`config.mk`:
```
export PLATFORM = sky130hd
export DESIGN_NAME = shape_pixel_writer
export DESIGN_NICKNAME = d
export VERILOG_FILES = /design/src/rtl/draw_pkg.sv /design/src/rtl/fb_addr_calc.sv /design/src/rtl/shape_pixel_writer.sv
export SDC_FILE = /design/constraint.sdc
export NUM_CORES = 1
export LEC_CHECK = 0
export CAP_MARGIN = 5
export CORE_MARGIN = 1.5
export CORE_UTILIZATION = 40
export DETAILED_ROUTE_END_ITERATION = 8
export PLACE_DENSITY = 0.72
export SLEW_MARGIN = 25
export SYNTH_ARGS = -nofsm -noshare
export SYNTH_HDL_FRONTEND = slang
export SYNTH_SLANG_ARGS = --single-unit
```
`constraint.sdc`:
```
create_clock -name clk -period 5.7 [get_ports clk]
set_input_delay 1.14 -clock clk [delete_from_list [all_inputs] [get_ports clk]]
set_output_delay 1.14 -clock clk [all_outputs]
set_load 0.05 [all_outputs]
```
`src/rtl/draw_pkg.sv`:
```
// Shared definitions for the shape drawing pipeline.
// - draw_state_t : state encoding of the pixel writer FSM
// - DefaultHRes / DefaultVRes : default visible frame size
// - SentinelX / SentinelY : idle position the generators park on (always off-screen)
package draw_pkg;

    typedef enum logic [2:0] {
        StIdle,
        StStart,
        StSettle,
        StCheck,
        StAddr,
        StWrite,
        StAck,
        StFinish
    } draw_state_t;

    localparam int unsigned DefaultHRes = 800;
    localparam int unsigned DefaultVRes = 600;
    localparam int unsigned SentinelX   = 801;
    localparam int unsigned SentinelY   = 601;

endpackage

```
`src/rtl/fb_addr_calc.sv`:
```
// Registered frame-buffer address: addr = BASE_ADDR + y*H_RES + x, computed at full
// precision and truncated to ADDR_W. The register only loads while en is high, so the
// result stays stable for as long as a downstream write is stalled.
// Ports:
//   clk, rst  : clock, synchronous active-low reset (addr clears to 0)
//   en        : load a new address this cycle
//   x, y      : pixel position
//   addr      : registered word address
module fb_addr_calc
    import draw_pkg::*;
#(
    parameter int unsigned H_RES     = DefaultHRes,
    parameter int unsigned ADDR_W    = 23,
    parameter int unsigned BASE_ADDR = 0
) (
    input  logic              clk,
    input  logic              rst,
    input  logic              en,
    input  logic [15:0]       x,
    input  logic [15:0]       y,
    output logic [ADDR_W-1:0] addr
);

    // Wide enough for any 16-bit y times a 32-bit width plus offsets.
    localparam int unsigned FullW = 50;

    always_ff @(posedge clk) begin
        if (!rst) begin
            addr <= '0;
        end else if (en) begin
            addr <= ADDR_W'(FullW'(BASE_ADDR) + FullW'(y) * FullW'(H_RES) + FullW'(x));
        end
    end

endmodule

```
`src/rtl/shape_pixel_writer.sv`:
```
// Consumer end of the shape-generator pixel stream. Starts the generator, samples each
// generated position, writes the pen colour for on-screen positions to SDRAM through an
// Avalon-MM write master, acknowledges each position and retires the frame once the
// generator reports done and stops moving. A generator that stops moving without
// reporting done is aborted after STALL_MAX checks.
// Ports:
//   clk, rst                   : clock, synchronous active-low reset
//   draw_req, pen_color        : draw request (accepted only when idle) and its colour
//   gen_x, gen_y, gen_done     : generator position and all-done level
//   gen_start, gen_ack         : generator start / position-stored strobes
//   gen_new_frame              : tells the generator to park on its idle sentinel
//   avm_address, avm_write,
//   avm_writedata,
//   avm_waitrequest            : Avalon-MM write master
//   busy                       : high whenever not idle
//   frame_done, stall_err      : completion / stall-abort pulses
//   pix_count                  : pixels written in the current or last frame
// All outputs are registered.
module shape_pixel_writer
    import draw_pkg::*;
#(
    parameter int unsigned H_RES     = DefaultHRes,
    parameter int unsigned V_RES     = DefaultVRes,
    parameter int unsigned ADDR_W    = 23,
    parameter int unsigned DATA_W    = 16,
    parameter int unsigned BASE_ADDR = 0,
    parameter int unsigned STALL_MAX = 1023
) (
    input  logic              clk,
    input  logic              rst,
    input  logic              draw_req,
    input  logic [DATA_W-1:0] pen_color,
    input  logic [15:0]       gen_x,
    input  logic [15:0]       gen_y,
    input  logic              gen_done,
    output logic              gen_start,
    output logic              gen_ack,
    output logic              gen_new_frame,
    output logic [ADDR_W-1:0] avm_address,
    output logic              avm_write,
    output logic [DATA_W-1:0] avm_writedata,
    input  logic              avm_waitrequest,
    output logic              busy,
    output logic              frame_done,
    output logic              stall_err,
    output logic [19:0]       pix_count
);

    localparam int unsigned StallW = (STALL_MAX > 1) ? $clog2(STALL_MAX + 1) : 1;

    draw_state_t       state_q;
    logic [15:0]       cur_x_q;
    logic [15:0]       cur_y_q;
    logic [15:0]       last_x_q;
    logic [15:0]       last_y_q;
    logic              last_valid_q;
    logic [StallW-1:0] stall_cnt_q;

    logic new_pos;
    logic off_screen;
    logic addr_en;

    // Any change from the last committed position (or none committed yet) is new work,
    // even with gen_done already high, so the final pixel is never dropped.
    assign new_pos    = !last_valid_q || (gen_x != last_x_q) || (gen_y != last_y_q);
    assign off_screen = (32'(cur_x_q) >= H_RES) || (32'(cur_y_q) >= V_RES);
    assign addr_en    = (state_q == StAddr);

    // The address register doubles as avm_address: it loads only in ADDR, so it is
    // stable for the whole WRITE state including waitrequest stalls.
    fb_addr_calc #(
        .H_RES    (H_RES),
        .ADDR_W   (ADDR_W),
        .BASE_ADDR(BASE_ADDR)
    ) u_fb_addr_calc (
        .clk (clk),
        .rst (rst),
        .en  (addr_en),
        .x   (cur_x_q),
        .y   (cur_y_q),
        .addr(avm_address)
    );

    always_ff @(posedge clk) begin
        if (!rst) begin
            state_q       <= StIdle;
            cur_x_q       <= '0;
            cur_y_q       <= '0;
            last_x_q      <= '0;
            last_y_q      <= '0;
            last_valid_q  <= 1'b0;
            stall_cnt_q   <= '0;
            gen_start     <= 1'b0;
            gen_ack       <= 1'b0;
            gen_new_frame <= 1'b0;
            avm_write     <= 1'b0;
            avm_writedata <= '0;
            busy          <= 1'b0;
            frame_done    <= 1'b0;
            stall_err     <= 1'b0;
            pix_count     <= '0;
        end else begin
            // Strobes default low; each is raised for exactly the state it belongs to.
            gen_start     <= 1'b0;
            gen_ack       <= 1'b0;
            gen_new_frame <= 1'b0;
            frame_done    <= 1'b0;
            stall_err     <= 1'b0;

            unique case (state_q)
                StIdle: begin
                    if (draw_req) begin
                        avm_writedata <= pen_color;
                        pix_count     <= '0;
                        last_valid_q  <= 1'b0;
                        stall_cnt_q   <= '0;
                        gen_start     <= 1'b1;
                        busy          <= 1'b1;
                        state_q       <= StStart;
                    end
                end
                StStart: begin
                    state_q <= StSettle;
                end
                StSettle: begin
                    state_q <= StCheck;
                end
                StCheck: begin
                    cur_x_q <= gen_x;
                    cur_y_q <= gen_y;
                    if (new_pos) begin
                        stall_cnt_q <= '0;
                        state_q     <= StAddr;
                    end else if (gen_done) begin
                        frame_done    <= 1'b1;
                        gen_new_frame <= 1'b1;
                        state_q       <= StFinish;
                    end else if (32'(stall_cnt_q) + 32'd1 >= STALL_MAX) begin
                        stall_err <= 1'b1;
                        busy      <= 1'b0;
                        state_q   <= StIdle;
                    end else begin
                        stall_cnt_q <= stall_cnt_q + 1'b1;
                    end
                end
                StAddr: begin
                    if (off_screen) begin
                        gen_ack <= 1'b1;
                        state_q <= StAck;
                    end else begin
                        avm_write <= 1'b1;
                        state_q   <= StWrite;
                    end
                end
                StWrite: begin
                    if (!avm_waitrequest) begin
                        avm_write <= 1'b0;
                        if (pix_count != '1) begin
                            pix_count <= pix_count + 20'd1;
                        end
                        gen_ack <= 1'b1;
                        state_q <= StAck;
                    end
                end
                StAck: begin
                    last_x_q     <= cur_x_q;
                    last_y_q     <= cur_y_q;
                    last_valid_q <= 1'b1;
                    state_q      <= StSettle;
                end
                StFinish: begin
                    busy    <= 1'b0;
                    state_q <= StIdle;
                end
                default: begin
                    busy    <= 1'b0;
                    state_q <= StIdle;
                end
            endcase
        end
    end

endmodule

```
# Yosys cells after proc, flatten, opt, wreduce, memory -nomap -nowiden
# Index checks and enable logic that the tools add are counted.
# W data, S select, Z words.
[word_totals]
register_bits = 143
input_bits = 53
out_inout_bits = 66
word_cells = 99
[classes]
addsub = 4
multipliers = 1
n_lt_le_gt_ge = 3
n_eq_ne = 20
muxes = 32
n_bitwise = 2
reduce_logical = 21
[ops]
columns = ["operator", "n"]
rows = [
  ["$mux W20", 3],
  ["$mux W10", 4],
  ["$pmux W20 S2", 1],
  ["$ge A16 B10 Y1 const B", 2],
  ["$ne A16 B16 Y1", 2],
  ["$add A23 B16 Y23", 1],
  ["$pmux W3 S7", 1],
  ["$add A20 B1 Y20 const B", 1],
  ["$ne A20 B20 Y1 const B", 1],
  ["$pmux W10 S2", 1],
  ["$mul A16 B5 Y18 const B", 1],
  ["$mux W3", 5],
  ["$ne A2 B2 Y1 const B", 7],
  ["$eq A3 B3 Y1 const B", 4],
  ["$mux W1", 12],
  ["$add A10 B1 Y11 const B", 1],
  ["$ge A11 B10 Y1 const B", 1],
  ["$add A10 B1 Y10 const B", 1],
  ["$reduce_and A4 Y1", 2],
  ["$reduce_bool A2 Y1", 4],
  ["$eq A3 B2 Y1 const B", 2],
  ["$ne A3 B3 Y1 const B", 2],
  ["$pmux W1 S2", 3],
  ["$reduce_and A2 Y1", 3],
  ["14 further kinds", 18],
]

# Longest topological paths before layout
# Gate-level depths: netlist (run 1).
[logic_depth]
ltp_word = 6
mapped_depth = 18
depth_no_buf = 18

# Modules after synthesis
# From an unflattened synthesis (run 1), not the netlist that was laid out.
[unflattened]
hier_cells = 1014
hier_area_um2 = 8236.6
[by_module_without_submodules]
columns = ["module", "instances", "cells_each", "area_per_inst_um2", "seq_area_each_um2"]
rows = [
  ["shape_pixel_writer", 1, 667, 5277.6, 2402.3],
  ["fb_addr_calc", 1, 347, 2959.1, 460.4],
]

# Worst setup path after synthesis (run 1)
# No wires, ideal clock.
[synth_timing]
kind = "reg-to-reg"
from = "register cur_y_q[5]"
to = "register u_fb_addr_calc.addr[22]"
setup_time_ns = 0.133
arrival_ns = 3.750
required_time_ns = 5.567
setup_slack_ns = 1.817
stages_incl_launch_ff = 18
path_buffers = 0
synth_period_minus_slack_ns = 3.883
cell_sequence = "dfxtp_1 > inv_1 > ha_1 > inv_1 > ha_1 > inv_1 > fa_1 > inv_1 > ha_1 > and3_1 > a2111oi_2 > xnor2_1 > ha_1 > o211ai_1 > a21oi_1 > and4bb_2 > xnor2_1 > a21oi_1"
[synth_via]
elab_chain_len = 2
[synth_rtl]
columns = ["item", "line", "source"]
rows = [
  ["start: declaration", "shape_pixel_writer.sv:53", "logic [15:0] cur_y_q;"],
  ["start signal: assignment", "shape_pixel_writer.sv:130", "cur_y_q <= gen_y;"],
  ["$mul A16 B5 Y18", "fb_addr_calc.sv:31", "addr <= ADDR_W'(FullW'(BASE_ADDR) + FullW'(y) * FullW'(H_RES) + FullW'(x));"],
  ["$add A23 B16 Y23", "fb_addr_calc.sv:31", ""],
  ["end signal: assignment", "fb_addr_calc.sv:31", ""],
  ["end: declaration", "fb_addr_calc.sv:21", "output logic [ADDR_W-1:0] addr"],
]
# No other way between the ends.
# A chain may end at the register's enable or synchronous reset.

# Worst setup path after layout (run 1)
# Ends and elaborated chain as after synthesis.

==> results.yml, run 1 <==
power_and_ir_drop:
  pwr-share-seq_pct: 39.9
  power_density_mw_per_mm2: 266
  p_comb_share_pct: 14.5
  p_switching_uw: 704
  max-vdd-ir-drop_mv: 0.210
  p_int_mw: 1.96
  swShare_pct: 26.4
  clock_power_share_pct: 45.6
  cellLeakagePower_nw: 3.89
floorplan:
  dieHeight_um: 144
  coreArea_mm2: 0.0195
  die-area_mm2: 0.0208
  initial_utilization_pct: 40.9
  die_x_um: 144
  num_rows: 51
  io_pins: 119
routing:
  wl_met1_mm: 9.11
  routed_wirelength_mm: 19.9
  dr.pass1.iters: 5
  drc: 0
  avgRoutedWirePerCell_um: 14.6
  vias_per_cell: 5.12
  vias: 6994
  first_iter_violations: 438
  dr_wl_met3_mm: 1.03
  highest_layer: "met4"
  drtAntennaViolNets: 0
  route.met2.wl_mm: 9.53
critical_path:
  cp.depth: 17
  path_class: "flip-flop to flip-flop"
  endpoint: "u_fb_addr_calc.addr[22]"
  crit_start: "cur_y_q[5]"
  r2r_start: "cur_y_q[5]"
  cp_num_buf_inv: 4
  crit_path_max_incr_delay_ps: 490
  critPathMaxFanout: 7
  endpoint_kind: "flip-flop"
  cp_slowest_cell: "fa_1"
  worst_r2r_endpoint: "u_fb_addr_calc.addr[22]"
  crit_chain: "inv_1, ha_1, inv_1, ha_1, inv_1, fa_1, inv_1, ha_1, and3_1, a2111oi_2, xnor2_1, ha_1, o211ai_1, a21oi_1, and4bb_2, xnor2_1, a21oi_1"
  start_kind: "flip-flop"
  worst_ep_arrival_time_ps: 4520
  crit_family: "adder cells"
  cp_data_required_time_ps: 5970
  reg2reg_depth: 17
  rrSetupSlack_ps: 1450
yosys:
  yosysWarningCount: 0
  netlist_top_cells_area: "dfxtp_1, ha_1, nand2_1"
  synth.top_cell.area_share_pct: 35.9
  synth_common_cells: "nand2_1, dfxtp_1, a21oi_1"
  ys_ff_latch: 143
  synth_edf_count: 0
  synth_ff_type: "dfxtp_1"
  synth.most_common_cell: "nand2_1"
  synth_area_mm2: 0.00799
  ys_seq_area_share_pct: 35.9
  synth_cells: 990
  postSynthAreaPerCell_um2: 8.07
  synth-async-reset-ratio_pct: 0
  synth_largest_area_cell: "dfxtp_1"
  syn_nets: 1120
  synth.distinct_cells: 64
clock_network:
  post_cts_buffers: 0
  cts_tree: "yes"
  cts-htree-levels: 4
  cts_made_buffers: 17
  root_buffer: "clkbuf_16"
  cts.repair.resized: 0
  clock-sinks: 143
  clk_latency_ps: 420
  cts.clk_slew.worst_paths_ps: 60
  hold_buffers: 0
  clock_path_buffers: 2
placement:
  port_buffers: 118
  dpl.hpwl_mm: 14.7
  pre_cts_ws_ps: 1490
  place_congestion: 0.865
  dp.cells: 1333
flow_run:
  cap_viol_max_count: 0
timing:
  max_freq_mhz: 235
  fin_worst_skew_ps: 11.9
  finalSetupViolations: 0
  finalWorstSetupSlack_ps: 1450
  worst_slew_pin_slew_ps: 873
  slew_violations: 0
  timing.final.crit_share_pct: 74.6
  final_hold_viol_count: 0
  finalSetupTns_ps: 0
  grt_setup_unrepaired: "false"
  min_period_ps: 4250
  maxSlewHeadroom_pct: 41.8
min_path:
  hold_path.class: "flip-flop to flip-flop"
global_routing:
  grt-ovfl-total: 0
  grt_usage_pct: 19.3
  grt_pass1_vias: 6485
  grt_pass1_wl_mm: 31.6
  grt_max_degree: 61
  antenna_found_initial: 0
finish:
  layout-drive-gt1-share_pct: 5.09
  area_growth_syn_to_layout_pct: 25.1
  fin_nets: 1217
  final-instance-count-excl-fill: 1365
  antenna_cells: 0
outcome:
  outcome: "finished clean"
==> registers in the layout, indices dropped and copies added (netlist names) <==
name and count:
avm_write 1, last_x_q 16, avm_writedata 16, pix_count 20, u_fb_addr_calc.addr 23, gen_ack 1, last_valid_q 1, cur_y_q 16
frame_done 1, stall_cnt_q 10, busy 1, stall_err 1, state_q 3, gen_start 1, last_y_q 16, cur_x_q 16
==> cells by family (layout without fill, tap and decap cells) <==
group           after synthesis  count (layout)  share of synthesized area, %
compound gates              220             220                          16.8
xor+xnor                     70              70                          7.68
fa+ha+maj                    77              77                          13.2
buf+inv                     113             223                          5.52
flops                       143             143                          35.9
mux                           3               3                         0.392
simple gates                364             364                          20.5
==> worst min-delay path by stage <==
stage,from,to,cells past startpoint,slack (ps)
3_3_place_gp,avm_writedata[15],avm_writedata[15],2,440
3_5_place_dp,avm_writedata[14],avm_writedata[14],2,450
4_1_cts,avm_writedata[14],avm_writedata[14],2,460
2_1_floorplan,stall_cnt_q[9],stall_cnt_q[9],1,430
6_report,avm_writedata[1],avm_writedata[1],2,460
5_1_grt,avm_writedata[5],avm_writedata[5],2,470
==> placed cells by master, fill, tap and decap left out, types with 18 or more instances in the layout <==
master,netlist,routed
ha_1,65,65
a21oi_1,119,119
clkdlybuf4s50_1,0,118
o21ai_0,25,25
nor3_1,18,18
nand2_1,208,208
xnor2_1,56,56
nor2_1,48,46
dfxtp_1,143,143
inv_1,70,69
==> stage by stage <==
step	power (mW)	hold slack, ps	utilization, %	instance area [µm²]
floorplan	1.33	431	-	7990
global placement	1.46	441	47.9	9350
detailed placement	1.47	448	47.9	9350
CTS	2.68	457	51.2	9990
global route	2.76	473	51.2	9990
finish	2.66	456	51.2	9990
==> layer usage <==
layer | global-route usage (%) | vias up
met5 | 0 | -
met4 | 5.26 | 0
met3 | 4.01 | 13
met2 | 32.7 | 170
met1 | 25.0 | 3274
li1 | - | 3537
==> tightest hold or removal path, delay by kind of cell (launching register included) <==
kind | cells | cell delay (ps)
DFF | 1 | 310
AOI/OAI and AO/OA | 1 | 50
and+or+nand+nor | 1 | 50
==> final cells by class <==
cell class / count / area [µm²]
fill: 1840 / 9530
clock buffer: 24 / 492
tap: 265 / 332
inverter: 70 / 264
sequential: 143 / 2860
timing repair buffer: 121 / 1200
multi-input combinational: 734 / 4690
clock inverter: 8 / 151
==> power by group through the flow <==
stage / clock network, mW / logic [mW] / registers, mW
2_1_floorplan: 0 / 0.202 / 1.13
3_3_place_gp: 0 / 0.379 / 1.08
4_1_cts: 1.23 / 0.387 / 1.06
6_report: 1.21 / 0.385 / 1.06
3_5_place_dp: 0 / 0.385 / 1.08
5_1_grt: 1.28 / 0.418 / 1.07
No activity file was read; power rests on OpenSTA's default activity.
==> run 2, diff against run 1 <==
==> constraint.sdc (replaced) <==
create_clock -name clk -period 4.1 [get_ports clk]
set_input_delay 0.82 -clock clk [delete_from_list [all_inputs] [get_ports clk]]
set_output_delay 0.82 -clock clk [all_outputs]
set_load 0.05 [all_outputs]
==> results.yml, run 2 (synthesis gave the netlist of run 1 again) <==
outcome:
  outcome: "finished clean"
critical_path:
  worst_ep_arrival_time_ps: 4220
  endpoint_kind: "flip-flop"
  crit_start: "cur_y_q[3]"
  reg2reg_depth: 15
  start_kind: "flip-flop"
  path_class: "flip-flop to flip-flop"
  r2r_start: "cur_y_q[3]"
  cp_data_required_time_ps: 4380
  critPathMaxFanout: 7
  rrSetupSlack_ps: 160
  worst_r2r_endpoint: "u_fb_addr_calc.addr[22]"
  endpoint: "u_fb_addr_calc.addr[22]"
routing:
  avgRoutedWirePerCell_um: 14.6
  dr.pass1.iters: 5
  routed_wirelength_mm: 20.1
  vias_per_cell: 5.14
  vias: 7056
  first_iter_violations: 445
  drtAntennaViolNets: 0
  drc: 0
timing:
  maxSlewHeadroom_pct: 42.7
  finalSetupViolations: 0
  worst_slew_pin_slew_ps: 859
  finalWorstSetupSlack_ps: 164
  timing.final.crit_share_pct: 96.0
  max_freq_mhz: 254
  whs_ps: 450
  fin_worst_skew_ps: 16.9
  min_period_ps: 3940
  final_hold_viol_count: 0
  slew_violations: 0
  finalSetupTns_ps: 0
placement:
  port_buffers: 118
  pre_cts_ws_ps: -32.7
  place_congestion: 0.863
  dpl.hpwl_mm: 14.8
  dpl_cell_area_mm2: 0.00939
finish:
  largest_reg_flops: 23
  fillers: 1836
  final_common_cell: "nand2_1"
  fin_nets: 1225
  top_regs: "u_fb_addr_calc.addr: 23 flops, pix_count: 20 flops"
  final_cell_mix: "nand2_1, dfxtp_1, clkdlybuf4s50_1, a21oi_1, inv_1"
  antenna_cells: 0
  area_growth_syn_to_layout_pct: 26.8
  stdcell_area_mm2: 0.0101
  layout-drive-gt1-share_pct: 7.04
  top_register: "u_fb_addr_calc.addr"
  fin_util_pct: 51.9
clock_network:
  clock-sinks: 143
  clk_latency_ps: 430
  hold_buffers: 0
  root_buffer: "clkbuf_16"
  cts-htree-levels: 4
  cts.clk_slew.worst_paths_ps: 60
  cts_made_buffers: 17
  clock_path_buffers: 2
  cts_tree: "yes"
floorplan:
  initial_utilization_pct: 40.9
  die_x_um: 144
  dieHeight_um: 144
  num_rows: 51
  io_pins: 119
  coreArea_mm2: 0.0195
  die-area_mm2: 0.0208
global_routing:
  grt_max_degree: 81
  grt-ovfl-total: 0
  grt_pass1_vias: 6412
  grt_usage_pct: 19.4
  grt_pass1_wl_mm: 32.0
  antenna_found_initial: 0
power_and_ir_drop:
  power_density_mw_per_mm2: 368
  cellLeakagePower_nw: 3.94
  max-vdd-ir-drop_mv: 0.302
min_path:
  hold_path.class: "flip-flop to flip-flop"
flow_run:
  cap_viol_max_count: 0
-- run 2: worst min path at each step --
| stage | start | endpoint | slack (ps) | depth (start not counted) |
|---|---|---|---|---|
| 2_1_floorplan | stall_cnt_q[9] | stall_cnt_q[9] | 430 | 1 |
| 4_1_cts | u_fb_addr_calc.addr[10] | u_fb_addr_calc.addr[10] | 450 | 2 |
| 5_1_grt | avm_writedata[14] | avm_writedata[14] | 470 | 2 |
| 3_5_place_dp | u_fb_addr_calc.addr[10] | u_fb_addr_calc.addr[10] | 440 | 2 |
| 3_3_place_gp | avm_writedata[11] | avm_writedata[11] | 440 | 2 |
| 6_report | u_fb_addr_calc.addr[10] | u_fb_addr_calc.addr[10] | 450 | 2 |
-- run 2: final cells by class --
type	instances	area [µm²]	area share [%]
clock buffer	23	498	4.92
clock inverter	9	154	1.52
inverter	70	264	2.61
multi-input combinational	734	4750	46.9
sequential	143	2870	28.3
tap	265	332	3.27
timing repair buffer	129	1260	12.5
-- run 2: stage by stage --
| stage | power [mW] | cells |
|---|---|---|
| final | 3.72 | 1373 |
| after detailed placement | 2.05 | 1339 |
| after global placement | 2.04 | 1339 |
| after global routing | 3.87 | 1373 |
| after floorplan | 1.85 | 990 |
| after CTS | 3.74 | 1371 |
-- run 2: what timing repair did --
action,CTS,global route
setup endpoints to repair,4,7
endpoints found under the hold margin,0,0
resized for setup,1,12
buffers inserted,0,2
pin swaps,1,4
-- run 2: layer usage --
layer	GRT usage, %	vias up	share of wire [%]
li1	-	3565	-
met5	0	-	0
met4	5.79	0	1.6
met3	4.01	26	5.4
met1	25.8	3260	46
met2	31.8	205	47
-- run 2: power by group --
part | internal [mW] | switching (mW)
Clock | 1.10 | 0.597
Sequential | 1.43 | 0.0400
Combinational | 0.215 | 0.341
Total | 2.74 | 0.979
-- run 2: worst max-delay path: stages, from the launching register on --
cell	delay, ps
dfxtp_2	370
ha_1	310
ha_1	280
inv_1	50
fa_1	500
inv_1	40
ha_1	350
and3_1	210
a2111oi_4	350
xnor2_1	130
ha_1	330
o211ai_1	130
a21oi_2	270
and4bb_2	270
xnor2_1	110
a21oi_1	80
